<file path="src/rtl/pmod_btn_pkg.sv">
// Shared types and sizing helpers for the Pmod button reader.
package pmod_btn_pkg;

    localparam int unsigned DEBOUNCE_12MHZ_10MS = 120000;
    localparam int unsigned IDX_MAX_W           = 4;

    typedef struct packed {
        logic                 rel;
        logic [IDX_MAX_W-1:0] idx;
    } evt_t;

    function automatic int unsigned idx_w(input int unsigned n_btn);
        return (n_btn > 1) ? $clog2(n_btn) : 1;
    endfunction

    function automatic int unsigned cnt_w(input int unsigned cycles);
        return (cycles > 1) ? $clog2(cycles) : 1;
    endfunction

endpackage

</file>
<file path="src/rtl/btn_debounce.sv">
// One button bit: two-flop synchronizer followed by a stable-count debounce filter.
module btn_debounce
    import pmod_btn_pkg::*;
#(
    parameter int unsigned DEBOUNCE_CYCLES = DEBOUNCE_12MHZ_10MS,
    parameter bit          ACTIVE_LOW      = 1'b0
) (
    input  logic clk,
    input  logic rst_n,
    input  logic pin_i,
    output logic level_o
);

    localparam int unsigned     CW      = cnt_w(DEBOUNCE_CYCLES);
    localparam logic [CW-1:0]   CNT_MAX = CW'(DEBOUNCE_CYCLES - 1);

    logic          s1_q, s2_q;
    logic          raw;
    logic          level_q, level_d;
    logic [CW-1:0] cnt_q, cnt_d;

    assign raw     = s2_q ^ ACTIVE_LOW;
    assign level_o = level_q;

    always_comb begin
        level_d = level_q;
        cnt_d   = cnt_q;
        if (raw == level_q) begin
            cnt_d = '0;
        end else if (cnt_q == CNT_MAX) begin
            level_d = raw;
            cnt_d   = '0;
        end else begin
            cnt_d = cnt_q + 1'b1;
        end
    end

    // Sync flops reset to the idle pin level so leaving reset is not a press.
    always_ff @(posedge clk or negedge rst_n) begin
        if (!rst_n) begin
            s1_q    <= ACTIVE_LOW;
            s2_q    <= ACTIVE_LOW;
            level_q <= 1'b0;
            cnt_q   <= '0;
        end else begin
            s1_q    <= pin_i;
            s2_q    <= s1_q;
            level_q <= level_d;
            cnt_q   <= cnt_d;
        end
    end

endmodule

</file>
<file path="src/rtl/pmod_btn_reader.sv">
// Debounced Pmod button reader with press pulses and a FWFT press/release event FIFO.
module pmod_btn_reader
    import pmod_btn_pkg::*;
#(
    parameter int unsigned N_BTN           = 8,
    parameter int unsigned DEBOUNCE_CYCLES = DEBOUNCE_12MHZ_10MS,
    parameter int unsigned FIFO_DEPTH      = 4,
    parameter bit          ACTIVE_LOW      = 1'b0
) (
    input  logic                     clk,
    input  logic                     rst_n,
    input  logic [N_BTN-1:0]         pmodbtn,
    output logic [N_BTN-1:0]         btn_state,
    output logic [N_BTN-1:0]         press_pulse,
    output logic                     evt_valid,
    input  logic                     evt_ready,
    output logic [idx_w(N_BTN):0]    evt_data,
    output logic                     overflow,
    input  logic                     overflow_clr
);

    localparam int unsigned IDX_W = idx_w(N_BTN);
    localparam int unsigned AW    = $clog2(FIFO_DEPTH);

    for (genvar i = 0; i < N_BTN; i++) begin : g_btn
        btn_debounce #(
            .DEBOUNCE_CYCLES(DEBOUNCE_CYCLES),
            .ACTIVE_LOW     (ACTIVE_LOW)
        ) u_debounce (
            .clk    (clk),
            .rst_n  (rst_n),
            .pin_i  (pmodbtn[i]),
            .level_o(btn_state[i])
        );
    end

    logic [N_BTN-1:0] state_prev_q;
    logic [N_BTN-1:0] press_pulse_q, press_pulse_d;
    logic [N_BTN-1:0] pend_v_q, pend_v_d;
    logic [N_BTN-1:0] pend_rel_q, pend_rel_d;
    logic             overflow_q, overflow_d;
    logic [AW:0]      wptr_q, wptr_d, rptr_q, rptr_d;
    evt_t             mem_q [FIFO_DEPTH];
    evt_t             mem_d [FIFO_DEPTH];

    logic [N_BTN-1:0] chg, drain_oh, pend_left;
    logic [IDX_W-1:0] drain_idx;
    logic             drain_hit, full, empty, pop, push, ovf_set;
    evt_t             push_evt, head;

    assign full  = (wptr_q[AW] != rptr_q[AW]) && (wptr_q[AW-1:0] == rptr_q[AW-1:0]);
    assign empty = (wptr_q == rptr_q);
    assign pop   = !empty && evt_ready;
    assign head  = mem_q[rptr_q[AW-1:0]];

    assign evt_valid   = !empty;
    assign evt_data    = empty ? '0 : {head.rel, IDX_W'(head.idx)};
    assign press_pulse = press_pulse_q;
    assign overflow    = overflow_q;

    always_comb begin
        drain_hit = 1'b0;
        drain_idx = '0;
        drain_oh  = '0;
        for (int i = 0; i < N_BTN; i++) begin
            if (pend_v_q[i] && !drain_hit) begin
                drain_hit   = 1'b1;
                drain_idx   = IDX_W'(i);
                drain_oh[i] = 1'b1;
            end
        end
    end

    always_comb begin
        chg           = btn_state ^ state_prev_q;
        press_pulse_d = btn_state & ~state_prev_q;
        push          = drain_hit && (!full || pop);
        push_evt.rel  = pend_rel_q[drain_idx];
        push_evt.idx  = IDX_MAX_W'(drain_idx);

        // A bit drained this cycle is free again, so a fresh edge on it is not a loss.
        pend_left  = pend_v_q & ~(push ? drain_oh : '0);
        ovf_set    = |(chg & pend_left);
        pend_v_d   = pend_left | chg;
        pend_rel_d = (pend_rel_q & ~chg) | (~btn_state & chg);
        overflow_d = ovf_set ? 1'b1 : (overflow_clr ? 1'b0 : overflow_q);

        wptr_d = wptr_q + (AW + 1)'(push);
        rptr_d = rptr_q + (AW + 1)'(pop);
        mem_d  = mem_q;
        if (push) begin
            mem_d[wptr_q[AW-1:0]] = push_evt;
        end
    end

    always_ff @(posedge clk or negedge rst_n) begin
        if (!rst_n) begin
            state_prev_q  <= '0;
            press_pulse_q <= '0;
            pend_v_q      <= '0;
            pend_rel_q    <= '0;
            overflow_q    <= 1'b0;
            wptr_q        <= '0;
            rptr_q        <= '0;
            for (int i = 0; i < FIFO_DEPTH; i++) begin
                mem_q[i] <= '0;
            end
        end else begin
            state_prev_q  <= btn_state;
            press_pulse_q <= press_pulse_d;
            pend_v_q      <= pend_v_d;
            pend_rel_q    <= pend_rel_d;
            overflow_q    <= overflow_d;
            wptr_q        <= wptr_d;
            rptr_q        <= rptr_d;
            mem_q         <= mem_d;
        end
    end

endmodule
</file>
<file path="config.mk">
export PLATFORM = sky130hd
export DESIGN_NAME = pmod_btn_reader
export DESIGN_NICKNAME = d
export VERILOG_FILES = /design/src/rtl/pmod_btn_pkg.sv /design/src/rtl/btn_debounce.sv /design/src/rtl/pmod_btn_reader.sv
export SDC_FILE = /design/constraint.sdc
export NUM_CORES = 1
export LEC_CHECK = 0
export CAP_MARGIN = 20
export CELL_PAD_IN_SITES_DETAIL_PLACEMENT = 1
export CELL_PAD_IN_SITES_GLOBAL_PLACEMENT = 2
export CORE_AREA = 2 2 158 160
export CTS_BUF_LIST = sky130_fd_sc_hd__clkbuf_8
export CTS_CLUSTER_DIAMETER = 150
export DETAILED_ROUTE_END_ITERATION = 7
export DIE_AREA = 0 0 160 162
export GPL_ROUTABILITY_DRIVEN = 1
export PLACE_DENSITY = 0.9
export SYNTH_ARGS = -nofsm -noshare
export SYNTH_HDL_FRONTEND = slang
export SYNTH_HIERARCHICAL = 1
export SYNTH_SLANG_ARGS = --single-unit
</file>
<file path="constraint.sdc">
create_clock -name clk -period 2.7 [get_ports clk]
set_input_delay 0.27 -clock clk [delete_from_list [all_inputs] [get_ports clk]]
set_output_delay 0.27 -clock clk [all_outputs]
set_load 0.05 [all_outputs]
</file>
==> results of run 1 <==
sequential cells by signal, summed over array words and instances (netlist names), named ones only:
register / cells
g_btn.u_debounce/raw: 8
g_btn.u_debounce/s1_q: 8
mem_q: 16
g_btn.u_debounce/level_o: 8
g_btn.u_debounce/cnt_q: 136
state_prev_q: 8
pend_v_q: 8
wptr_q: 3
overflow: 1
press_pulse: 8
rptr_q: 3
logic make-up after synthesis:
group           Yosys count
simple gates            432
flops                   215
xor+xnor                125
compound gates           62
buf+inv                  61
mux                      28
fa+ha+maj                20
per-layer routing:
metal	track usage, %	share of wire (%)
met4	5.32	2.2
met3	3.96	3.4
met5	0	0.073
met2	29.5	48
met1	23.2	46
cell type report:
class / count / area, µm² / share of cell area (%)
clock inverters: 23 / 100 / 0.853
multi-input cells: 667 / 4620 / 39.3
flip-flops and latches: 215 / 5380 / 45.8
repair buffers: 49 / 469 / 4.00
clock buffers: 45 / 619 / 5.28
inverters: 39 / 146 / 1.25
well taps: 324 / 405 / 3.45
power groups by stage:
stage	Clock [mW]	Combinational (mW)	Sequential [mW]
final	2.84	1.06	3.62
after global routing	3.12	1.15	3.65
after CTS	2.95	1.09	3.62
after detailed placement	0	1.11	3.67
after global placement	0	1.08	3.66
after floorplan	0	0.809	3.60
through the flow:
stage / utilization (%) / hold slack, ns
after floorplan: - / -0.0256
after global placement: 45.7 / 0.308
after detailed placement: 45.7 / 0.314
after CTS: 48.7 / 0.149
after global routing: 48.7 / 0.145
final: 48.7 / 0.174
worst max-delay path: stages (launching register included):
cell           delay (ns)
dfrtp_1              0.53
xor2_1               0.32
nor3b_1              0.12
buf_4                0.17
inv_1                0.04
dlygate4sd2_1        0.51
path summary, 6_finish.rpt:
| check | start | cells past startpoint | to | slack, ns |
|---|---|---|---|---|
| min in group asynchronous | rst_n | 2 | g_btn[4].u_debounce/cnt_q[13] | 0.31 |
| max in group asynchronous | rst_n | 3 | g_btn[1].u_debounce/cnt_q[8] | 1.56 |
| setup / recovery | rptr_q[0] | 5 | evt_valid | 0.21 |
| hold / removal | pmodbtn[1] | 1 | g_btn[1].u_debounce/s1_q | 0.17 |
| hold reg to reg | g_btn[5].u_debounce/s1_q | 0 | g_btn[5].u_debounce/raw | 0.35 |
| setup reg to reg | rptr_q[1] | 6 | mem_q[2] | 0.53 |
cell usage in the layout, fill, tap and decap left out, types with 10 or more instances in the layout:
cell type        synthesis  layout
dfrtp_1                215     215
nor2_1                 167     167
xnor2_1                 89      89
inv_1                   38      54
nand2_1                 54      54
nand4_1                 48      48
clkbuf_8                 0      45
xor2_1                  36      36
nor3_1                  35      35
nand3_1                 32      32
clkdlybuf4s50_1          0      27
nor4_1                  24      24
ha_1                    20      20
o21ai_0                 17      17
buf_4                    0      16
mux2_2                  10      10
timing repair:
item                       4_1_cts  5_1_grt
buffers inserted                 0        0
resized for setup                2        2
hold endpoints to repair        77        0
hold buffers                     1        0
setup endpoints to repair        2        1
gates cloned                     0        0
==> reports/results.tsv, run 1 <==
stage	metric	value	unit
sta	min_period	2.49	ns
yosys	syn-cell-area	10300	µm²
global_routing	grt_pass1_wl	38100	µm
yosys	yosysMostFrequentCell	dfrtp_1	
pwr	power.internal	5.39	mW
yosys	synth_top_flop_cell	dfrtp_1	
sta	worst_slew_pin_slew	0.639	ns
floorplan	die_w	160	µm
yosys	synth_top_family_by_area	simple AND/OR/NAND/NOR gates	
sta	rsz0062_at_grt	no	
worst_setup_path	cp_max_fo	6	
sta	setup_ws	0.205	ns
yosys	seq_area_frac_synth	52.2	%
clock_tree	numCtsBuffers	40	
sta	finClkSkew	0.0199	ns
global_routing	grt_antenna_before_repair	1	
worst_setup_path	arrival	2.22	ns
yosys	synth_cells	943	
yosys	yosys.area.top_type	dfrtp_1	
clock_tree	clockBufferDepth	3	
pwr	p_comb_share	14.1	%
pwr	seqPwrFrac	48.1	%
pwr	p_sw	2.14	mW
yosys	yosysWarningCount	6	
yosys	synth-async-reset-ratio	100	%
worst_setup_path	required	2.43	ns
sta	tns	0	ns
worst_setup_path	critPathKind	register to output port	
routing	drc	0	
global_routing	grt_pass1_vias	7750	
sta	finalMaxSlewViolations	0	
floorplan	rows	57	
yosys	synth_edf_count	0	
placed_design	postPlaceCellArea	11000	µm²
finish	fin_cells	1362	
pwr	power	7.52	mW
clock_tree	clk_pin_slew	0.06	ns
floorplan	ios	34	
pwr	ir_drop	483	µV
floorplan	fp.dieArea	25900	µm²
global_routing	grt_use_total	17.7	%
yosys	muxShareOfSynthArea	3.79	%
yosys	syn_area_per_cell	10.9	µm²
routing	drt_iter0_drc	293	
global_routing	grt.overflow.total	0	
routing	wl_per_cell	16.1	µm
finish	area_delta_synth_final	13.9	%
pwr	swShare	28.4	%
floorplan	die_h	162	µm
sta	setup_viol	0	
sta	maxSlewHeadroom	57.4	%
yosys	synth_common_cells	dfrtp_1 (215), nor2_1 (167), xnor2_1 (89)	
finish	diodes	0	
finish	final_area	11700	µm²
yosys	synth-simple-area-share	22.6	%
routing	viasPerCell	5.24	
placed_design	globalplace.congestion	0.800	
yosys	synth_fa_ha_area_share	2.43	%
yosys	syn-num-nets	975	
status	status	finished, final reports clean	
worst_setup_path	crit_path_start_kind	register	
clock_tree	insertion_delay	0.54	ns
sta	fmax	401	MHz
clock_tree	htree_levels	2	
placed_design	port_buffers	33	
worst_setup_path	cp-end-kind	output port	
yosys	synth_compound_gate_area_share	5.32	%
routing	ant_nets	0	
pwr	p_clk_share	37.7	%
clock_tree	cts_tree	done	
placed_design	dpl.hpwl	14900	µm
finish	n_fill_cell	2687	
flow_run	max-cap-violations	0	
finish	layout.nets	1044	
pwr	p_leak	4.85	nW
pwr	power.density	641	nW/µm²
yosys	synth.area.top_cells	dfrtp_1 (52%), xnor2_1 (7.6%), nor2_1 (6.1%)	
worst_hold_path	holdCritPathClass	input port to register	
routing	first_pass_iters	4	
yosys	ys_ff_latch	215	
yosys	synth_xor_area_share	10.6	%
routing	vias	7132	
yosys	synth_cell_type_count	52	
clock_tree	cts-root-buf	clkbuf_8	
global_routing	grt_max_degree	81	
clock_tree	clock_sinks	215	
sta	hold_viol	0	
floorplan	initial_core_util	42.7	%
finish	drive_gt1_share	13.8	%
routing	wirelength	21900	µm
floorplan	core_area	24100	µm²
placed_design	placedCellCount	1293	
sta	finalCritPeriodShare	92.4	%
placed_design	dp_slack	0.335	ns
yosys	synth_top_area_share	52.2	%
(Power assumes the default switching activity.)
==> run 2: changes to the inputs <==
--- a/config.mk
+++ b/config.mk
@@ -8,11 +8,12 @@
 export CAP_MARGIN = 20
 export CELL_PAD_IN_SITES_DETAIL_PLACEMENT = 1
 export CELL_PAD_IN_SITES_GLOBAL_PLACEMENT = 2
-export CORE_AREA = 2 2 158 160
+export CORE_AREA = 2 2 155 157
 export CTS_BUF_LIST = sky130_fd_sc_hd__clkbuf_8
 export CTS_CLUSTER_DIAMETER = 150
 export DETAILED_ROUTE_END_ITERATION = 7
-export DIE_AREA = 0 0 160 162
+export DIE_AREA = 0 0 157 159
+export DONT_BUFFER_PORTS = 1
 export GPL_ROUTABILITY_DRIVEN = 1
 export PLACE_DENSITY = 0.9
 export SYNTH_ARGS = -nofsm -noshare
==> run 2 against run 1 <==
The flow now finishes with violations (negative hold slack); combinational power is 4% lower; register-to-register slack hardly changed; routed wire length is 1.2% lower; sequential cell count stayed put; global-route usage is 0.83 points higher; fmax is 8.9% higher; via count is 1.2% lower; worst hold slack worse by 0.73 ns; critical path type unchanged; largest cell class unchanged.
==> reports/results.tsv, run 2 (synthesized netlist as in run 1, its figures left out) <==
stage	metric	value	unit	change
flow_run	max-cap-violations	0		unchanged
worst_hold_path	holdCritPathClass	input port to asynchronous set/reset pin		was input port to register
sta	setup_ws	0.409	ns	was 0.205 ns
sta	hold_viol	215		was 0
placed_design	port_buffers	0		was 33
routing	wl_per_cell	16.1	µm	about the same
clock_tree	cts_tree	done		unchanged
pwr	power.density	657	nW/µm²	was 641 nW/µm²
clock_tree	insertion_delay	0.52	ns	was 0.54 ns
sta	min_period	2.29	ns	was 2.49 ns
sta	finalMaxSlewViolations	0		unchanged
global_routing	grt.overflow.total	0		unchanged
floorplan	die_w	157	µm	was 160 µm
placed_design	globalplace.congestion	0.820		was 0.800
finish	regMostFlops	g_btn.u_debounce/cnt_q		unchanged
pwr	p_sw	2.09	mW	was 2.14 mW
placed_design	dp_slack	0.518	ns	was 0.335 ns
global_routing	grt_pass1_vias	7634		was 7750
routing	vias	7046		was 7132
sta	setup_viol	0		unchanged
routing	first_pass_iters	4		unchanged
worst_setup_path	critPathKind	register to output port		unchanged
pwr	swShare	27.6	%	was 28.4%
routing	drc	0		unchanged
pwr	p_clk_share	38.8	%	was 37.7%
global_routing	grt_pass1_wl	38100	µm	about the same
sta	finClkSkew	0.0168	ns	was 0.0199 ns
sta	fmax	437	MHz	was 401 MHz
floorplan	rows	56		was 57
clock_tree	cts-root-buf	clkbuf_8		unchanged
clock_tree	clk_pin_slew	0.06	ns	about the same
pwr	power.internal	5.49	mW	was 5.39 mW
global_routing	met2_usage	29.7	%	was 29.5%
floorplan	die_h	159	µm	was 162 µm
clock_tree	cts_resized	0		was 2
routing	ant_nets	0		unchanged
pwr	seqPwrFrac	47.8	%	was 48.1%
finish	final_cell_mix	dfrtp_1 (215), nor2_1 (167), xnor2_1 (89), nand2_1 (54), inv_1 (51)		was dfrtp_1 (215), nor2_1 (167), xnor2_1 (89), inv_1 (54), nand2_1 (54)
finish	largest_reg_flops	136		unchanged
placed_design	dpl.hpwl	14500	µm	was 14900 µm
worst_setup_path	arrival	2.02	ns	was 2.22 ns
finish	layout_commonest_cell	dfrtp_1		unchanged
clock_tree	cts_setup_buffers	0		unchanged
pwr	p_leak	4.80	nW	was 4.85 nW
sta	rsz0062_at_grt	no		unchanged
status	violations	negative hold slack		
global_routing	gr-usage-met1	24.9	%	was 23.2%
worst_setup_path	crit_path_start_kind	register		unchanged
floorplan	initial_core_util	44.4	%	was 42.7%
sta	worst_slew_pin_slew	0.624	ns	was 0.639 ns
clock_tree	numCtsBuffers	39		was 40
clock_tree	hold_buffers	9		was 1
clock_tree	clockBufferDepth	3		unchanged
pwr	p_comb_share	13.4	%	was 14.1%
routing	drt_iter0_drc	275		was 293
clock_tree	clock_sinks	215		unchanged
pwr	power	7.58	mW	was 7.52 mW
sta	hold_ws	-0.559	ns	was 0.174 ns
global_routing	grt_use_total	18.5	%	was 17.7%
floorplan	fp.dieArea	25000	µm²	was 25900 µm²
routing	viasPerCell	5.26		was 5.24
clock_tree	htree_levels	2		unchanged
floorplan	ios	34		unchanged
global_routing	grt_antenna_before_repair	1		unchanged
worst_setup_path	cp-end-kind	output port		unchanged
sta	tns	0	ns	unchanged
routing	wirelength	21600	µm	was 21900 µm
worst_setup_path	required	2.43	ns	about the same
finish	drive_gt1_share	14.4	%	was 13.8%
status	status	complete, but fails checks		was finished, final reports clean
worst_setup_path	cp_max_fo	6		unchanged
finish	area_delta_synth_final	12.1	%	was 13.9%
pwr	ir_drop	765	µV	was 483 µV
global_routing	grtUsageMet3	3.95	%	was 3.96%
sta	finalCritPeriodShare	84.8	%	was 92.4%
finish	biggestRegsByFlops	g_btn.u_debounce/cnt_q: 136 flops, mem_q: 16 flops		unchanged
finish	layout.nets	1024		was 1044
global_routing	grt-busiest-layer	met2		unchanged
sta	maxSlewHeadroom	58.4	%	was 57.4%
global_routing	grt_max_degree	216		was 81
floorplan	core_area	23200	µm²	was 24100 µm²
## run 2: stage by stage
stage               instances  instance area, µm²  util [%]
floorplan                 943               10300         -
global placement         1261               10700      46.1
detailed placement       1261               10700      46.1
CTS                      1338               11500      49.8
global route             1338               11500      49.8
finish                   1339               11500      49.8
## run 2: per-layer routing
| layer | up-vias | routed length (µm) |
|---|---|---|
| met1 | 3565 | 9890 |
| met3 | 38 | 775 |
| met5 | - | 0 |
| met4 | 0 | 565 |
| li1 | 3360 | - |
| met2 | 83 | 10400 |
## run 2: area by class of cell
| cell class | count | area (µm²) |
|---|---|---|
| inverters | 39 | 146 |
| clock buffers | 49 | 674 |
| multi-input cells | 667 | 4620 |
| repair buffers | 30 | 248 |
| fillers | 2512 | 11600 |
| clock inverters | 19 | 81.3 |
| diodes | 1 | 2.50 |
| well taps | 319 | 399 |
| flip-flops and latches | 215 | 5380 |
## run 2: path summary, 6_finish.rpt
check | from | to | slack (ns) | cells past startpoint
max | rptr_q[0] | evt_data[1] | 0.41 | 5
min | rst_n | g_btn[6].u_debounce/cnt_q[10] | -0.56 | 0
max reg2reg | rptr_q[1] | mem_q[1] | 0.52 | 6
min reg2reg | g_btn[4].u_debounce/s1_q | g_btn[4].u_debounce/raw | 0.35 | 0
max in group asynchronous | rst_n | g_btn[2].u_debounce/cnt_q[16] | 2.74 | 0
min in group clk | evt_ready | rptr_q[0] | 0.07 | 2
## run 2: power groups by stage
stage          Clock (mW)  Combinational [mW]  Sequential [mW]
6_report             2.95                1.02             3.62
5_1_grt              3.21                1.09             3.65
4_1_cts              3.06                1.03             3.62
3_5_place_dp            0                1.01             3.68
3_3_place_gp            0               0.980             3.67
2_1_floorplan           0               0.809             3.60
## run 2: worst max-delay path, cell delays in order (launching register included)
cell     delay [ns]
dfrtp_1        0.52
xor2_1         0.32
nor3b_1        0.10
buf_4          0.18
nor2b_1        0.16
buf_4          0.23
==> run 3: changes to the inputs <==
--- a/config.mk
+++ b/config.mk
@@ -8,14 +8,14 @@
 export CAP_MARGIN = 20
 export CELL_PAD_IN_SITES_DETAIL_PLACEMENT = 1
 export CELL_PAD_IN_SITES_GLOBAL_PLACEMENT = 2
-export CORE_AREA = 2 2 155 157
+export CORE_AREA = 2 2 164 166
 export CTS_BUF_LIST = sky130_fd_sc_hd__clkbuf_8
 export CTS_CLUSTER_DIAMETER = 150
 export DETAILED_ROUTE_END_ITERATION = 7
-export DIE_AREA = 0 0 157 159
+export DIE_AREA = 0 0 166 168
 export DONT_BUFFER_PORTS = 1
 export GPL_ROUTABILITY_DRIVEN = 1
-export PLACE_DENSITY = 0.9
+export PLACE_DENSITY = 0.86
 export SYNTH_ARGS = -nofsm -noshare
 export SYNTH_HDL_FRONTEND = slang
 export SYNTH_HIERARCHICAL = 1
==> constraint.sdc (replaced) <==
create_clock -name clk -period 1.92 [get_ports clk]
set_input_delay 0.192 -clock clk [delete_from_list [all_inputs] [get_ports clk]]
set_output_delay 0.192 -clock clk [all_outputs]
set_load 0.05 [all_outputs]
==> run 3 against run 2 <==
The run ends with negative hold slack, negative setup slack left; final cell count grew 4.7%; setup slack lost 0.59 ns; global-route usage shrank 1.8 points; register-to-register slack lost 0.67 ns; via count grew 1.2%; count of clock-buffer cells in the layout grew 1; critical endpoint is now evt_data[0]; highest routed layer unchanged; critical path depth grew 1.
==> reports/results.tsv, run 3 (synthesized netlist as in run 1, its figures left out) <==
stage	metric	value	unit	change
placed_design	postPlaceCellArea	11000	µm²	was 10700 µm²
pwr	power.density	959	nW/µm²	was 657 nW/µm²
floorplan	die_w	166	µm	was 157 µm
routing	drc	0		unchanged
clock_tree	numCtsBuffers	39		unchanged
sta	hold_ws	-0.637	ns	was -0.559 ns
global_routing	grt_use_total	16.7	%	was 18.5%
finish	largest_reg_flops	136		unchanged
clock_tree	clock_sinks	215		unchanged
sta	finalMaxSlewViolations	0		unchanged
pwr	power	11.7	mW	was 7.58 mW
global_routing	grt_pass1_wl	39000	µm	was 38100 µm
pwr	ir_drop	1850	µV	was 765 µV
sta	min_period	2.10	ns	
placed_design	dpl.hpwl	15100	µm	was 14500 µm
worst_setup_path	critPathMaxStageDelay	0.43	ns	was 0.52 ns
finish	area_delta_synth_final	18.0	%	was 12.1%
floorplan	initial_core_util	39.1	%	was 44.4%
global_routing	grt_pass1_vias	7739		was 7634
floorplan	ios	34		unchanged
clock_tree	cts-root-buf	clkbuf_8		unchanged
sta	fmax	475	MHz	
worst_setup_path	crit_top_cell	buf_6		was buf_4
worst_setup_path	crit_path_start_kind	register		unchanged
clock_tree	insertion_delay	0.52	ns	about the same
worst_setup_path	cpMaxStageDelayCell	dfrtp_2		was dfrtp_1
routing	drt_iter0_drc	262		was 275
finish	layout.nets	1068		was 1024
placed_design	globalplace.congestion	0.814		was 0.820
finish	n_fill_cell	2833		was 2512
floorplan	rows	60		was 56
placed_design	placedCellCount	1319		was 1261
worst_setup_path	cp_max_fo	5		was 6
worst_setup_path	crit_family	buffers and inverters		was flip-flops
sta	setup_viol	23		was 0
sta	finClkSkew	0.0169	ns	was 0.0168 ns
sta	setup_ws	-0.183	ns	was 0.409 ns
worst_hold_path	holdCritPathClass	input port to asynchronous set/reset pin		unchanged
pwr	p_leak	5.07	nW	was 4.80 nW
global_routing	grt_antenna_before_repair	0		was 1
sta	maxSlewHeadroom	65.9	%	was 58.4%
worst_setup_path	path_cells	buf_12 -> xor2_4 -> nor3b_4 -> buf_6 -> nor2b_2 -> buf_6		was xor2_1 -> nor3b_1 -> buf_4 -> nor2b_1 -> buf_4
sta	tns	-2.71	ns	was 0 ns
clock_tree	clk_pin_slew	0.06	ns	about the same
finish	regMostFlops	g_btn.u_debounce/cnt_q		unchanged
flow_run	max-cap-violations	0		unchanged
worst_setup_path	crit_buf_inv	3		was 2
clock_tree	hold_buffers	9		unchanged
floorplan	fp.dieArea	27900	µm²	was 25000 µm²
sta	worst_slew_pin_slew	0.512	ns	was 0.624 ns
routing	wirelength	22300	µm	was 21600 µm
finish	fin_cells	1402		was 1339
worst_setup_path	critPathKind	register to output port		unchanged
routing	wl_per_cell	15.9	µm	was 16.1 µm
sta	hold_viol	215		unchanged
status	violations	negative hold slack, negative setup slack		was negative hold slack
finish	layout_commonest_cell	dfrtp_1		unchanged
global_routing	grt.overflow.total	0		unchanged
routing	ant_nets	0		unchanged
finish	drive_gt1_share	20.5	%	was 14.4%
clock_tree	clockBufferDepth	3		unchanged
clock_tree	htree_levels	2		unchanged
worst_setup_path	cp-end-kind	output port		unchanged
sta	finalCritPeriodShare	110	%	
finish	biggestRegsByFlops	g_btn.u_debounce/cnt_q: 136 flops, mem_q: 16 flops		unchanged
routing	vias	7133		was 7046
sta	rsz0062_at_grt	yes		was no
status	status	complete, but fails checks		unchanged
worst_setup_path	arrival	1.91	ns	was 2.02 ns
worst_setup_path	required	1.73	ns	was 2.43 ns
routing	viasPerCell	5.09		was 5.26
routing	first_pass_iters	6		was 4
finish	final_cell_mix	dfrtp_1 (211), nor2_1 (167), xnor2_1 (88), nand2_1 (54), buf_4 (53)		was dfrtp_1 (215), nor2_1 (167), xnor2_1 (89), nand2_1 (54), inv_1 (51)
placed_design	port_buffers	0		unchanged
finish	final_area	12200	µm²	was 11500 µm²
floorplan	core_area	26400	µm²	was 23200 µm²
finish	finish.utilization	46.1	%	was 49.8%
clock_tree	cts_tree	done		unchanged
floorplan	die_h	168	µm	was 159 µm
global_routing	grt_max_degree	216		unchanged
placed_design	dp_slack	-0.0264	ns	was 0.518 ns
## run 3: worst paths after layout
| kind | from | endpoint | slack (ns) | cells past startpoint |
|---|---|---|---|---|
| min reg2reg | g_btn[5].u_debounce/s1_q | g_btn[5].u_debounce/raw | 0.35 | 0 |
| max | rptr_q[0] | evt_data[0] | -0.18 | 6 |
| min | rst_n | g_btn[3].u_debounce/cnt_q[13] | -0.64 | 0 |
| max in group asynchronous | rst_n | rptr_q[0] | 2.14 | 0 |
| min in group clk | overflow_clr | overflow | 0.10 | 4 |
| max reg2reg | rptr_q[0] | mem_q[17] | -0.15 | 8 |
## run 3: timing repair
item / 4_1_cts / 5_1_grt
endpoints found under the hold margin: 225 / 215
gates resized for setup: 21 / 16
pin swaps: 3 / 3
setup endpoints to repair: 6 / 24
setup buffers: 2 / 6
## run 3: final cells by class
type	instances	area [µm²]	share of cell area (%)
tap	341	427	3.51
antenna	1	2.50	0.0206
timing repair buffer	74	641	5.27
clock buffer	50	688	5.66
inverter	39	149	1.22
multi-input combinational	667	4740	39.0
clock inverter	15	123	1.01
sequential	215	5390	44.3
## run 3: routing by layer
metal,global-route usage [%],wire length (µm),vias to the layer above
li1,-,-,3447
met1,22.0,10300,3576
met2,27.9,10700,73
met3,3.43,761,37
met4,4.95,448,0
met5,0,0,-
## run 3: report_power, final
part	internal, mW	switching (mW)	total (mW)
clock network	2.60	1.87	4.46
registers	4.82	0.235	5.06
logic	1.10	1.04	2.14
## run 3: worst reg2reg max path, delay by kind of cell, from the launching register on
family / cells / cell delay [ns]
muxes: 1 / 0.31
AOI/OAI and AO/OA: 1 / 0.23
buffers and inverters: 3 / 0.36
and+or+nand+nor: 2 / 0.42
xor gates and xnor gates: 1 / 0.20
DFF: 1 / 0.43
